### src/rtl/pipe_if_pkg.sv
// Shared definitions for the instruction-fetch stage: next-PC selector codes,
// IF state encoding and default fetch addresses.
package pipe_if_pkg;

   localparam logic [31:0] RESET_PC_DEF = 32'h0040_0000;
   localparam logic [31:0] EXC_PC_DEF   = 32'h0040_0004;

   localparam logic [2:0] NPC_SEQ = 3'd0;
   localparam logic [2:0] NPC_BR  = 3'd1;
   localparam logic [2:0] NPC_J   = 3'd2;
   localparam logic [2:0] NPC_JR  = 3'd3;
   localparam logic [2:0] NPC_EXC = 3'd4;

   typedef enum logic [1:0] {
      IF_RESET = 2'd0,
      IF_REQ   = 2'd1,
      IF_HOLD  = 2'd2
   } if_state_t;

   // Selector codes 5..7 behave like NPC_SEQ and never redirect.
   function automatic logic is_redirect_sel(input logic [2:0] sel);
      return (sel == NPC_BR) || (sel == NPC_J) || (sel == NPC_JR) || (sel == NPC_EXC);
   endfunction

endpackage

### src/rtl/pipe_if_npc_calc.sv
// Combinational redirect-target computation for the instruction in ID
// (branch, j/jal, jr/jalr, exception vector).
module pipe_if_npc_calc
   import pipe_if_pkg::*;
#(
   parameter logic [31:0] EXC_PC = EXC_PC_DEF
) (
   input  logic [31:0] id_pc,
   input  logic [15:0] id_imm,
   input  logic [25:0] id_j_imm,
   input  logic [31:0] id_rs,
   input  logic [2:0]  npc_mux_sel,
   output logic        redirect,
   output logic [31:0] target
);

   logic [31:0] pc_plus4;
   logic [31:0] br_offset;

   assign pc_plus4  = id_pc + 32'd4;
   assign br_offset = {{14{id_imm[15]}}, id_imm, 2'b00};
   assign redirect  = is_redirect_sel(npc_mux_sel);

   // NOTE: target gets a default before the case so every path assigns it and no latch is inferred.
   always_comb begin
      target = pc_plus4;
      case (npc_mux_sel)
         NPC_BR:  target = pc_plus4 + br_offset;
         NPC_J:   target = {pc_plus4[31:28], id_j_imm, 2'b00};
         NPC_JR:  target = id_rs & 32'hFFFF_FFFC;
         NPC_EXC: target = EXC_PC;
         default: target = pc_plus4;
      endcase
   end

endmodule

### src/rtl/pipe_if.sv
// Instruction-fetch stage: owns the PC, keeps one imem request in flight,
// holds the fetched word for ID and applies delay-slot redirects from ID.
module pipe_if
   import pipe_if_pkg::*;
#(
   parameter logic [31:0] RESET_PC = RESET_PC_DEF,
   parameter logic [31:0] EXC_PC   = EXC_PC_DEF
) (
   input  logic        clk,
   input  logic        rst,
   input  logic        id_allowin,
   input  logic        id_redirect_valid,
   input  logic [2:0]  npc_mux_sel,
   input  logic [31:0] id_pc,
   input  logic [15:0] id_imm,
   input  logic [25:0] id_j_imm,
   input  logic [31:0] id_rs,
   output logic        imem_req,
   output logic [31:0] imem_addr,
   input  logic        imem_ready,
   input  logic [31:0] imem_rdata,
   output logic        if_id_validto,
   output logic [31:0] pc_out,
   output logic [31:0] instr_out
);

   if_state_t   state;
   if_state_t   state_nxt;
   logic [31:0] fetch_pc;
   logic [31:0] redirect_pc;
   logic        redirect_pending;
   logic        sel_redirect;
   logic [31:0] redirect_target;
   logic        redirect_take;
   logic        capture;
   logic        handoff;
   logic [31:0] next_pc;

   pipe_if_npc_calc #(
      .EXC_PC (EXC_PC)
   ) u_npc_calc (
      .id_pc       (id_pc),
      .id_imm      (id_imm),
      .id_j_imm    (id_j_imm),
      .id_rs       (id_rs),
      .npc_mux_sel (npc_mux_sel),
      .redirect    (sel_redirect),
      .target      (redirect_target)
   );

   assign redirect_take = id_redirect_valid & sel_redirect;
   assign capture       = (state == IF_REQ) & imem_ready;
   assign handoff       = (state == IF_HOLD) & id_allowin;
   assign imem_addr     = fetch_pc;

   // Handshake outputs decode only the registered state, so imem never reaches ID combinationally.
   always_comb begin
      state_nxt     = state;
      imem_req      = 1'b0;
      if_id_validto = 1'b0;
      case (state)
         IF_RESET: state_nxt = IF_REQ;
         IF_REQ: begin
            imem_req = 1'b1;
            if (imem_ready) state_nxt = IF_HOLD;
         end
         IF_HOLD: begin
            if_id_validto = 1'b1;
            if (id_allowin) state_nxt = IF_REQ;
         end
         default: state_nxt = IF_RESET;
      endcase
   end

   // A redirect arriving on the handoff edge bypasses the pending register.
   always_comb begin
      next_pc = pc_out + 32'd4;
      if (redirect_take) begin
         next_pc = redirect_target;
      end else if (redirect_pending) begin
         next_pc = redirect_pc;
      end
   end

   // NOTE: sequential state uses non-blocking assignments so every flop samples pre-edge values.
   always_ff @(posedge clk or posedge rst) begin
      if (rst) begin
         state <= IF_RESET;
      end else begin
         state <= state_nxt;
      end
   end

   always_ff @(posedge clk or posedge rst) begin
      if (rst) begin
         fetch_pc         <= RESET_PC;
         pc_out           <= 32'd0;
         instr_out        <= 32'd0;
         redirect_pending <= 1'b0;
         redirect_pc      <= 32'd0;
      end else begin
         if (capture) begin
            pc_out    <= fetch_pc;
            instr_out <= imem_rdata;
         end
         if (handoff) begin
            fetch_pc         <= next_pc;
            redirect_pending <= 1'b0;
         end else if (redirect_take) begin
            redirect_pc      <= redirect_target;
            redirect_pending <= 1'b1;
         end
      end
   end

endmodule
### config.mk
export PLATFORM = sky130hd
export DESIGN_NAME = pipe_if
export DESIGN_NICKNAME = d
export VERILOG_FILES = /design/src/rtl/pipe_if_pkg.sv /design/src/rtl/pipe_if_npc_calc.sv /design/src/rtl/pipe_if.sv
export SDC_FILE = /design/constraint.sdc
export NUM_CORES = 1
export LEC_CHECK = 0
export ABC_AREA = 0
export CORE_MARGIN = 8
export CORE_UTILIZATION = 35
export CTS_BUF_LIST = sky130_fd_sc_hd__clkbuf_4 sky130_fd_sc_hd__clkbuf_8
export CTS_CLUSTER_SIZE = 14
export DETAILED_ROUTE_END_ITERATION = 8
export HOLD_SLACK_MARGIN = 0.03
export SETUP_SLACK_MARGIN = 0.15
export SYNTH_ARGS = -nofsm -noshare
export SYNTH_HDL_FRONTEND = slang
export SYNTH_SLANG_ARGS = --single-unit
### constraint.sdc
create_clock -name clk -period 7.74 [get_ports clk]
set_clock_uncertainty 0.05 [all_clocks]
set_input_delay 1.935 -clock clk [delete_from_list [all_inputs] [get_ports clk]]
set_output_delay 1.935 -clock clk [all_outputs]
set_load 0.03 [all_outputs]
== Word level (Yosys, flattened, before mapping) ==
Cells that the tools add are included.

* Shift-type cells: 0
* Mux-type cells: 10
* Add/subtract/negate cells: 3
* Bitwise logic cells: 4
* Div/mod/pow operators: 0
* Reduce and logical (&&, ||, !) cells: 7
* Order comparisons: 0
* Eq/ne operators: 8
* $mul: 0

{| class="wikitable"
|+ Operator list
! cell !! count
|-
| $pmux W32 S4 || 1
|-
| $add A32 B3 Y32 const B || 2
|-
| $mux W32 || 2
|-
| $add A32 B32 Y32 || 1
|-
| $eq A3 B2 Y1 const B || 2
|-
| $pmux W2 S3 || 1
|-
| $mux W1 || 4
|-
| $mux W2 || 2
|-
| $ne A2 B2 Y1 const B || 2
|-
| $reduce_and A2 Y1 || 2
|-
| $and A1 B1 Y1 || 3
|-
| $eq A3 B1 Y1 const B || 1
|-
| $eq A3 B3 Y1 const B || 1
|-
| $logic_or A1 B1 Y1 || 3
|-
| $eq A2 B1 Y1 const B || 1
|-
| $eq A2 B2 Y1 const B || 1
|-
| $logic_not A2 Y1 || 1
|-
| $reduce_bool A2 Y1 || 1
|-
| $not A1 Y1 || 1
|}

* Bits of input ports: 146
* Bits in writable memories: 0
* Logic and storage cells: 38
* Output and inout bits: 98
* Latch bits: 0
* Register bits after elaboration: 131
* ROM bits: 0
* Memories kept: 0

== Longest topological paths before layout ==
* Depth in word-level cells: 7
* Mapped depth: 17
* Depth with buffers taken out: 16

== Cells and area by module ==
Synthesis repeated with hierarchy kept, for this count alone.

* Cells, all modules: 1003
* Area total of the unflattened synthesis: 9197.6 um^2

{| class="wikitable"
|+ By module, submodules not included
! module !! instances !! seq. area each (um^2) !! area each (um^2) !! cells each
|-
| pipe_if || 1 || 3279.4 || 5933.2 || 518
|-
| pipe_if_npc_calc || 1 || 0.0 || 3264.4 || 485
|}

== Worst setup path before layout ==
Ideal clock, no wire load.

* Kind: input to register
* From: input id_pc[2]
* To: register redirect_pc[31]
* Stages on the path: 15
* Buffers on the path: 1
* Path slack: 2.476 ns
* Arrival: 5.137 ns
* Setup time: 0.077 ns
* Required time: 7.613 ns
* Cells stage by stage: ha_1 > nand4_1 > nor4_1 > nand3_1 > xnor2_1 > ha_1 > clkbuf_1 > and4_1 > nand3_1 > a211oi_1 > nor2_1 > o2111ai_1 > o41ai_1 > or4_1 > a21oi_1

* Word-level cells in the longest chain between the ends: 3

{| class="wikitable"
|+ RTL lines
! element !! RTL line !! source
|-
| start: declaration || pipe_if.sv:14 || <nowiki>input logic [31:0] id_pc,</nowiki>
|-
| $add A32 B3 Y32 * || pipe_if_npc_calc.sv:20 || <nowiki>assign pc_plus4 = id_pc + 32'd4;</nowiki>
|-
| $add A32 B32 Y32 || pipe_if_npc_calc.sv:28 || <nowiki>NPC_BR: target = pc_plus4 + br_offset;</nowiki>
|-
| $pmux W32 S4 * || pipe_if_npc_calc.sv:27 || <nowiki>case (npc_mux_sel)</nowiki>
|-
| end signal: assignment || pipe_if.sv:110 || <nowiki>redirect_pc <= redirect_target;</nowiki>
|-
| end: declaration || pipe_if.sv:30 || <nowiki>logic [31:0] redirect_pc;</nowiki>
|}

Every way passes the cells marked *; elsewhere a longest branch is shown, timed or not.
A chain may end at the register's enable or synchronous reset.

== Worst setup path in the final report ==
Ends and elaborated chain as after synthesis.

==> results.yml <==
status:
  status: "completed"
yosys:
  synth_edf_count: 0
  async_flop_share_pct: 100
  synth_largest_area_cell: "dfrtp_1"
  syn_area_um2: 8990
  synth.area.top_cells: "dfrtp_1 36%, mux2_2 8.3%, nand2_1 6.3%, ha_1 5.3%, xnor2_1 4.2%"
  syn_inst: 1038
  synth_warnings: 0
  synth_top_area_share_pct: 36.2
  yosys_most_used_dff: "dfrtp_1"
  ys_ff_latch: 131
  yosysUniqueCellTypes: 64
  postSynthAreaPerCell_um2: 8.66
  syn-num-nets: 1223
  ys_seq_area_share_pct: 36.5
drt:
  vias_per_cell: 5.35
  wl_per_cell_um: 18.9
  drtPass1Iterations: 5
  ant_nets: 0
  via_count: 8566
  drt_iter0_drc: 749
  wirelength_um: 30200
  drcViolationCount: 0
floorplanning:
  fp.dieH_um: 176
  die_w_um: 176
  design.die.area_um2: 31100
  placementRows: 58
  ios: 244
  core_um2: 25200
  initial_core_util_pct: 35.7
timing:
  hold_viol_final: 0
  finalSetupViolCount: 0
  fin_setup_tns_ns: 0
  max_freq_ghz: 0.171
  slew_violations: 0
  period_minus_slack_ns: 5.84
  rsz0062_at_grt: "no"
  setup_ws_ns: 1.90
  tightest_slew_ns: 1.05
  period_share_pct: 75.4
  max_slew_margin_pct: 29.9
worst_setup_path:
  start_kind: "input pin"
  crit_arrival_ns: 6.14
  crit_start: "id_pc[2]"
  r2r-start: "state[1]$_DFFE_PP0P_"
  cp.required_ns: 8.04
  worstPathMaxFanout: 8
  cp-end-kind: "flop"
  critPathKind: "in2reg"
global_route:
  grt_max_degree: 67
  grt_remaining_overflow: 0
  grt_pass1_wl_um: 47600
  grt.total_usage_pct: 19.1
  antenna_found_initial: 2
  grt_pass1_vias: 8491
flow_run:
  cap_violations: 0
final_layout:
  register_area_um2: 3280
  multi_input_area_um2: 5390
  area_growth_pct: 35.6
  fillers: 2465
  final_layout_size_suffix_gt1_share_pct: 9.84
  finalNetCount: 1442
power:
  p_leak_nw: 5.10
  p_per_area_nw_per_um2: 319
  peakVddDrop_v: 0.000219
cts:
  cts.clk_slew.worst_paths_ns: 0.07
  max-clock-path-buffers: 2
  post_cts_buffers: 0
  clock_latency_ns: 0.43
  root_buffer: "clkbuf_8"
  ctsHtreeMaxLevel: 4
  cts_buffers: 17
  hold_buffers: 0
  clock_sinks: 131
  cts_resized: 0
  cts_tree: "yes"
place:
  place_ws_ns: 1.56
  place_congestion: 0.889
  io_buffers: 241
  dpl.hpwl_um: 23700
min_path:
  hp-start: "redirect_pc[1]$_DFFE_PP0P_"
  hp-class: "reg2reg"
logic make-up (layout without fill, tap and decap cells):
kind of cell	count (synthesis)	after routing	synth area share, %
flops	131	131	36.5
simple gates	350	350	17.9
buf+inv	84	316	3.55
compound gates	280	280	19.4
mux	78	78	9.60
other cells	0	1	0
xor+xnor	76	76	7.56
fa+ha+maj	39	39	5.51
per-layer routing:
metal / wire (um) / share of wire [%] / global-route usage (%) / up-vias
li1: - / - / - / 4165
met1: 14300 / 47 / 26.2 / 4102
met4: 289 / 0.96 / 4.27 / 2
met5: 13 / 0.043 / 0 / -
met2: 13700 / 45 / 30.8 / 279
met3: 1910 / 6.3 / 3.52 / 18
path summary, 6_finish.rpt:
path / to / slack (ns) / cells after the start
max: redirect_pc[31]$_DFFE_PP0P_ / 1.90 / 16
min: redirect_pc[1]$_DFFE_PP0P_ / 0.42 / 2
max reg2reg: redirect_pc[19]$_DFFE_PP0P_ / 5.09 / 6
min reg2reg: redirect_pc[1]$_DFFE_PP0P_ / 0.42 / 2
max in group asynchronous: redirect_pc[3]$_DFFE_PP0P_ / 4.31 / 3
min in group asynchronous: pc_out[26]$_DFFE_PP0P_ / 1.97 / 2
synth_stat cells, types with 4 or more instances:
master      n
nand4_1    17
a22o_1     11
a31oi_1    12
nand3_1    37
a211oi_1    9
o21a_1      8
o211ai_1    9
mux2_2     66
o31ai_1     4
or3_1       4
ha_1       38
a22oi_1    11
nand2b_1    4
a21oi_1    70
dfrtp_1   130
nor3_1     16
mux2i_1    12
nor2_1     77
o21ai_1    28
inv_1      26
a211o_1     4
xnor2_1    43
o21ai_0    58
a21o_1     20
o22ai_1     9
nand2_1   152
nor2b_1     6
and4_1      6
xor2_1     32
and3_1     13
clkbuf_1   51
power by group:
group	total (mW)	switching [mW]	internal, mW
Clock	0.667	0.269	0.397
Sequential	1.23	0.261	0.972
Combinational	1.99	1.09	0.892
registers in the layout (all words and copies together), names as in the netlist:
| register | cells |
|---|---|
| pc_out | 32 |
| redirect_pc | 32 |
| imem_addr | 32 |
| redirect_pending | 1 |
| instr_out | 32 |
| state | 2 |
cell type report:
| type | instances | share of cell area [%] |
|---|---|---|
| clock buffer | 22 | 2.48 |
| clock inverter | 10 | 1.39 |
| multi-input combinational | 823 | 44.2 |
| tap | 330 | 3.39 |
| antenna | 1 | 0.0205 |
| sequential | 131 | 26.9 |
| inverter | 27 | 0.852 |
| timing repair buffer | 257 | 20.8 |
critical path, stage by stage:
cell and delay [ns]:
clkdlybuf4s50_1 0.54, ha_1 0.23, nand4_1 0.24, or2_2 0.41
nor2_1 0.20, nand3_1 0.12, xnor2_1 0.14, ha_1 0.44
and3_1 0.23, nand3_1 0.10, a211oi_1 0.38, nor2_1 0.19
o2111ai_1 0.23, o41ai_1 0.13, or4_1 0.48, a21oi_1 0.15
stage by stage:
stage	area [um2]	util [%]	hold WS [ns]	power [mW]	std cells
detailed placement	11700	46.5	0.406	3.24	1568
global route	12200	48.4	0.456	4.11	1601
CTS	12200	48.4	0.429	3.92	1600
finish	12200	48.4	0.422	3.89	1601
global placement	11700	46.5	0.401	3.21	1568
floorplan	8990	-	0.388	2.40	1038
placed cells by master (no fill, tap or decap), types with 13 or more instances in the layout:
| cell type | n |
|---|---|
| a21oi_1 | 70 |
| ha_1 | 38 |
| dfrtp_1 | 130 |
| clkdlybuf4s50_1 | 241 |
| o21ai_1 | 28 |
| nand3_1 | 37 |
| mux2_2 | 66 |
| nand4_1 | 17 |
| nor3_1 | 16 |
| inv_1 | 25 |
| and3_1 | 13 |
| nand2_1 | 152 |
| buf_4 | 16 |
| xor2_1 | 32 |
| xnor2_1 | 43 |
| o21ai_0 | 58 |
| a21o_1 | 20 |
| clkbuf_8 | 22 |
| nor2_1 | 77 |
No activity file was read; power rests on OpenSTA's default activity.
